[config.mk]
export PLATFORM = sky130hd
export DESIGN_NAME = squarer_stream
export DESIGN_NICKNAME = d
export VERILOG_FILES = /design/src/rtl/squarer_pkg.sv /design/src/rtl/garbage_popcount.sv /design/src/rtl/squarer_4bit.sv /design/src/rtl/squarer_stream.sv
export SDC_FILE = /design/constraint.sdc
export NUM_CORES = 1
export LEC_CHECK = 0
export ABC_AREA = 1
export CAP_MARGIN = 40
export CORE_AREA = 2 2 129 131
export DETAILED_ROUTE_END_ITERATION = 10
export DIE_AREA = 0 0 131 133
export PLACE_DENSITY = 0.72
export SKIP_LAST_GASP = 1
export SLEW_MARGIN = 25
export SYNTH_ARGS = -nofsm -noshare
export SYNTH_HDL_FRONTEND = slang
export SYNTH_HIERARCHICAL = 1
export SYNTH_SLANG_ARGS = --single-unit
export TNS_END_PERCENT = 1
[constraint.sdc]
create_clock -name clk -period 3.8 [get_ports clk]
set_clock_uncertainty 0.05 [all_clocks]
set_input_delay 0.38 -clock clk [delete_from_list [all_inputs] [get_ports clk]]
set_output_delay 0.38 -clock clk [all_outputs]
set_load 0.005 [all_outputs]
[src/rtl/squarer_pkg.sv]
// Shared widths, result record and saturating-add helper for the squarer stream.
package squarer_pkg;
  localparam int A_W    = 4;
  localparam int Y_W    = 8;
  localparam int G_W    = 32;
  localparam int ONES_W = 7;

  typedef struct packed {
    logic [Y_W-1:0]    y;
    logic [ONES_W-1:0] gones;
    logic              err;
  } sq_result_t;

  // Adds inc to cnt and clamps at max_val; cnt is assumed already <= max_val.
  function automatic logic [31:0] sat_add(input logic [31:0] cnt,
                                          input logic [31:0] inc,
                                          input logic [31:0] max_val);
    logic [32:0] w_sum;
    w_sum = {1'b0, cnt} + {1'b0, inc};
    return (w_sum > {1'b0, max_val}) ? max_val : w_sum[31:0];
  endfunction
endpackage

[src/rtl/garbage_popcount.sv]
// Combinational population count across both 32-bit garbage buses.
module garbage_popcount
  import squarer_pkg::*;
(
  input  logic [G_W-1:0]    garbage_pp,
  input  logic [G_W-1:0]    garbage_sum,
  output logic [ONES_W-1:0] ones
);
  logic [5:0] w_cnt_pp;
  logic [5:0] w_cnt_sum;

  always_comb begin
    w_cnt_pp  = '0;
    w_cnt_sum = '0;
    for (int i = 0; i < G_W; i++) begin
      w_cnt_pp  = w_cnt_pp  + 6'(garbage_pp[i]);
      w_cnt_sum = w_cnt_sum + 6'(garbage_sum[i]);
    end
  end

  assign ones = 7'(w_cnt_pp) + 7'(w_cnt_sum);
endmodule

[src/rtl/squarer_4bit.sv]
// Combinational 4-bit reversible squarer: square plus the partial-product
// and adder-chain garbage lines that the reversible mapping leaves behind.
module squarer_4bit (
  input  logic [3:0]  a,
  output logic [7:0]  y,
  output logic [31:0] garbage_pp,
  output logic [31:0] garbage_sum
);
  logic [7:0] w_r0, w_r1, w_r2, w_r3;
  logic [7:0] w_s1, w_s2;

  assign w_r0 = a[0] ? {4'b0, a}       : 8'd0;
  assign w_r1 = a[1] ? {3'b0, a, 1'b0} : 8'd0;
  assign w_r2 = a[2] ? {2'b0, a, 2'b0} : 8'd0;
  assign w_r3 = a[3] ? {1'b0, a, 3'b0} : 8'd0;

  assign w_s1 = w_r0 + w_r1;
  assign w_s2 = w_s1 + w_r2;
  assign y    = w_s2 + w_r3;

  // Low half: every a[i]&a[j] Toffoli target; high half: input copies on the control lines.
  always_comb begin
    garbage_pp = {{4{a}}, 16'd0};
    for (int i = 0; i < 4; i++) begin
      for (int j = 0; j < 4; j++) begin
        garbage_pp[i*4+j] = a[i] & a[j];
      end
    end
  end

  assign garbage_sum = {w_r3, w_r2, w_s2, w_s1};
endmodule

[src/rtl/squarer_stream.sv]
// Valid/ready wrapper around squarer_4bit: two-stage pipe, registered results
// with garbage popcount and self-check, plus saturating statistics counters.
module squarer_stream
  import squarer_pkg::*;
#(
  parameter int CNT_W = 16
) (
  input  logic              clk,
  input  logic              rst_n,
  input  logic              in_valid,
  output logic              in_ready,
  input  logic [A_W-1:0]    in_a,
  output logic              out_valid,
  input  logic              out_ready,
  output logic [Y_W-1:0]    out_y,
  output logic [ONES_W-1:0] out_gones,
  output logic              out_err,
  input  logic              clear_stats,
  output logic [CNT_W-1:0]  stat_count,
  output logic [CNT_W-1:0]  stat_gones,
  output logic [CNT_W-1:0]  stat_err
);
  localparam logic [31:0] CNT_MAX = 32'((64'd1 << CNT_W) - 64'd1);

  logic [1:0]        r_rst_sync;
  logic              w_rst_n;
  logic              r_vld_p1;
  logic [A_W-1:0]    r_a_p1;
  logic              r_vld_p2;
  sq_result_t        r_res_p2;
  logic              w_s2_ready;
  logic              w_out_hs;
  logic [Y_W-1:0]    w_y;
  logic [Y_W-1:0]    w_ref;
  logic [G_W-1:0]    w_gpp;
  logic [G_W-1:0]    w_gsum;
  logic [ONES_W-1:0] w_ones;
  sq_result_t        w_res;
  logic [CNT_W-1:0]  r_stat_count;
  logic [CNT_W-1:0]  r_stat_gones;
  logic [CNT_W-1:0]  r_stat_err;

  // Reset asserts immediately but releases only after two clean clock edges.
  always_ff @(posedge clk or negedge rst_n) begin
    if (!rst_n) r_rst_sync <= 2'b00;
    else        r_rst_sync <= {r_rst_sync[0], 1'b1};
  end
  assign w_rst_n = r_rst_sync[1];

  assign w_s2_ready = !r_vld_p2 || out_ready;
  assign in_ready   = w_rst_n && (!r_vld_p1 || w_s2_ready);
  assign w_out_hs   = r_vld_p2 && out_ready;

  // S1: operand register
  always_ff @(posedge clk or negedge w_rst_n) begin
    if (!w_rst_n) begin
      r_vld_p1 <= 1'b0;
      r_a_p1   <= '0;
    end else if (in_ready) begin
      r_vld_p1 <= in_valid;
      if (in_valid) r_a_p1 <= in_a;
    end
  end

  squarer_4bit u_sq (
    .a           (r_a_p1),
    .y           (w_y),
    .garbage_pp  (w_gpp),
    .garbage_sum (w_gsum)
  );

  garbage_popcount u_pop (
    .garbage_pp  (w_gpp),
    .garbage_sum (w_gsum),
    .ones        (w_ones)
  );

  assign w_ref       = {4'b0, r_a_p1} * {4'b0, r_a_p1};
  assign w_res.y     = w_y;
  assign w_res.gones = w_ones;
  assign w_res.err   = (w_y != w_ref);

  // S2: result register
  always_ff @(posedge clk or negedge w_rst_n) begin
    if (!w_rst_n) begin
      r_vld_p2 <= 1'b0;
      r_res_p2 <= '0;
    end else if (w_s2_ready) begin
      r_vld_p2 <= r_vld_p1;
      if (r_vld_p1) r_res_p2 <= w_res;
    end
  end

  assign out_valid = r_vld_p2;
  assign out_y     = r_res_p2.y;
  assign out_gones = r_res_p2.gones;
  assign out_err   = r_res_p2.err;

  // Clear has priority over a coincident handshake.
  always_ff @(posedge clk or negedge w_rst_n) begin
    if (!w_rst_n) begin
      r_stat_count <= '0;
      r_stat_gones <= '0;
      r_stat_err   <= '0;
    end else if (clear_stats) begin
      r_stat_count <= '0;
      r_stat_gones <= '0;
      r_stat_err   <= '0;
    end else if (w_out_hs) begin
      r_stat_count <= CNT_W'(sat_add(32'(r_stat_count), 32'd1, CNT_MAX));
      r_stat_gones <= CNT_W'(sat_add(32'(r_stat_gones), 32'(r_res_p2.gones), CNT_MAX));
      r_stat_err   <= CNT_W'(sat_add(32'(r_stat_err), 32'(r_res_p2.err), CNT_MAX));
    end
  end

  assign stat_count = r_stat_count;
  assign stat_gones = r_stat_gones;
  assign stat_err   = r_stat_err;
endmodule

==> flow_metrics.env <==
export IMPL_run_status="finished, violations left"
export IMPL_failed_checks="setup timing"
export IMPL_timing_reg2reg_setup_slack_ns=-3.25
export IMPL_starting_density_of_the_core=0.435
export IMPL_postSynthAreaPerCell_um2=7.91
export IMPL_synth_cell_area_um2=7040
export IMPL_totalWireLength_mm=15.4
export IMPL_synthesis_yosys_warnings=6
export IMPL_cts_made_buffers=9
export IMPL_criticalPathCategory="reg -> reg"
export IMPL_viasPerCell=4.76
export IMPL_grt_setup_unrepaired="true"
export IMPL_yosys_register_bits=72
export IMPL_layout_filler_cells=1531
export IMPL_vias=5632
export IMPL_htree_num_levels=3
export IMPL_numPlacedInstances=1166
export IMPL_first_drt_pass_iteration_count=5
export IMPL_timing_max_transition_violations_final=0
export IMPL_maximum_number_of_pins_on_one_net_before_global_route_repair=41
export IMPL_detail_route_drc_violations=0
export IMPL_sum_of_negative_setup_slack_ns=-21.43
export IMPL_critical_path_arrival_ns=7.22
export IMPL_antenna_cells_inserted=0
export IMPL_netlist_top_cell_by_area="dfrtp_1"
export IMPL_initial_antenna_violation_count=0
export IMPL_synth_top_cell_area_share=0.256
export IMPL_post_synth_num_cell_types=40
export IMPL_port_buffers=74
export IMPL_synth_top_flop_cell="dfrtp_1"
export IMPL_final_cells=1182
export IMPL_period_minus_slack_ns=7.05
export IMPL_netlist_top_cells_area="dfrtp_1, fa_1, nand2_1"
export IMPL_max_freq_ghz=0.142
export IMPL_number_of_global_route_vias_before_repair=5571
export IMPL_syn2layout_area_growth_pct=18.3
export IMPL_grt_ovfl_total=0
export IMPL_drt_first_iter_violations=283
export IMPL_floorplan_io_pins=75
export IMPL_clk_pin_slew_worst_paths_ns=0.06
export IMPL_cp_max_fo=3
export IMPL_cts_sinks=72
export IMPL_number_of_enable_type_register_cells_in_the_synthesized_netlist=0
export IMPL_rr_worst_depth=27
export IMPL_finalNetCount=1059
export IMPL_half_perimeter_wire_length_after_detailed_placement_mm=12.1
export IMPL_finalWorstSetupSlack_ns=-3.25
export IMPL_hold_path_class="in -> async"
export IMPL_grt_total_usage=0.189
export IMPL_multiInputGateArea_um2=4230
export IMPL_root_buffer_master="clkbuf_16"
export IMPL_grt_first_pass_wirelength_mm=26.2
export IMPL_seq_area_um2=1810
export IMPL_place_worst_setup_slack_ns=-3.22
export IMPL_cts_tree="done"
export IMPL_worst_endpoint_required_ns=3.97
export IMPL_drive_above_1_share=0.125
export IMPL_die_width_um=131
export IMPL_seq_area_frac_synth=0.256
export IMPL_synth_cells=890
export IMPL_core_area_um2=16200
export IMPL_die_ar_um2=17400
export IMPL_clock_tree_buffer_depth=2
export IMPL_route_detailed_wl_per_inst_um=13.1
export IMPL_critical_path_startpoint_type="flop"
export IMPL_crit_end_element="flop"
export IMPL_worst_pin_slew_ns=0.710
export IMPL_synth_async_reset_ratio=1.00
export IMPL_cts_setup_buffers=0
export IMPL_antenna_violating_nets_post_route=0
export IMPL_finalSetupViolCount=7
export IMPL_gp_congestion=0.879
export IMPL_die_h_um=133
export IMPL_postCtsHoldBufs=0
export IMPL_timing_max_cap_violations=0
export IMPL_rows=47
export IMPL_hold_ws_ns=0.149
export IMPL_report_final_hold_viol_count=0
export IMPL_final_min_period_over_clock_period=1.86
export IMPL_clock_insertion_delay_at_the_later_pin_of_the_skew_report_ns=0.34
export IMPL_max_slew_margin_rel=0.525
-- cells by family (layout without fill, tap and decap cells) --
logic type,count (synthesis),in the layout,synth area share
AND/OR/NAND/NOR,354,354,0.224
buffers and inverters,237,296,0.159
multiplexers,13,13,0.0208
XOR/XNOR,37,37,0.0471
other,2,15,0.00107
AO/OA/AOI/OAI,82,82,0.0647
adder cells (fa/ha/maj),93,93,0.227
flip-flops,72,72,0.256
-- what timing repair did --
| action | 4_1_cts | 5_1_grt |
|---|---|---|
| endpoints found under the hold margin | 0 | 0 |
| pin swaps | 0 | 2 |
| resized for setup | 0 | 2 |
| setup endpoints to repair | 7 | 7 |
-- worst max-delay path: stages, from the launching register on --
cell and delay (ns):
dfrtp_2 0.42, nand2_4 0.09, inv_4 0.04, ha_4 0.23
o211ai_2 0.17, nand2_1 0.06, nand2_1 0.07, nand2_2 0.07
ha_4 0.27, nand2_1 0.06, o21ai_2 0.12, xor2_1 0.20
inv_1 0.08, fa_1 0.46, fa_2 0.55, fa_1 0.43
fa_1 0.51, fa_1 0.43, fa_1 0.53, fa_1 0.43
fa_1 0.49, inv_1 0.04, ha_1 0.20, fa_2 0.36
nand3_1 0.08, nand2_1 0.08, xor2_1 0.14, mux2_2 0.25
-- cell usage after synthesis, types with 10 or more instances --
cell type	n
nand2_1	202
fa_1	58
ha_1	35
nand3_2	11
xor2_1	30
a21oi_1	22
nor3_1	12
nand3_1	50
mux2_2	13
nor2_1	46
o21ai_0	43
buf_4	55
clkbuf_1	10
nand2_2	11
inv_1	167
dfrtp_1	72
nand4_1	10
-- through the flow --
step / cell area [µm²] / util
3_5_place_dp: 7970 / 0.493
2_1_floorplan: 7130 / -
5_1_grt: 8330 / 0.515
3_3_place_gp: 7950 / 0.491
6_report: 8330 / 0.515
4_1_cts: 8310 / 0.514
-- layout make-up --
type / count / area share
multi-input cells: 594 / 0.507
well taps: 220 / 0.0331
clock inverters: 5 / 0.0125
repair buffers: 112 / 0.125
clock buffers: 11 / 0.0292
inverters: 168 / 0.0760
flip-flops and latches: 72 / 0.217
-- final timing paths --
kind                            endpoint          start
max reg2reg                 out_gones[4]      r_a_p1[0]
min                        r_rst_sync[1]          rst_n
max                         out_gones[4]      r_a_p1[0]
min in group clk           r_rst_sync[1]  r_rst_sync[0]
max in group asynchronous  stat_gones[0]  r_rst_sync[1]
min reg2reg                      out_err  r_rst_sync[1]
-- placed cells by master (no fill, tap or decap), types with 30 or more instances in the layout --
cell type	n
nand2_1	200
nand3_1	50
xor2_1	30
nor2_1	44
fa_1	56
o21ai_0	43
inv_1	165
dfrtp_1	67
ha_1	32
clkdlybuf4s50_1	74
buf_4	37
-- sequential cells by signal (all words and copies together), names as in the netlist --
register	count
out_err	1
r_rst_sync	2
out_gones	7
stat_count	16
out_y	8
stat_gones	16
out_valid	1
r_vld_p1	1
stat_err	16
r_a_p1	4
-- per-layer routing --
layer	vias to the layer above	global-route usage	routed length, µm
met5	-	0	0
met4	0	0.0757	453
met3	30	0.0299	514
met2	110	0.319	7760
met1	2691	0.241	6710
li1	2801	-	-
Power is left out: the tool's default activity adds up to more than one toggle a clock period on the data nets, which glitch-free logic cannot reach.
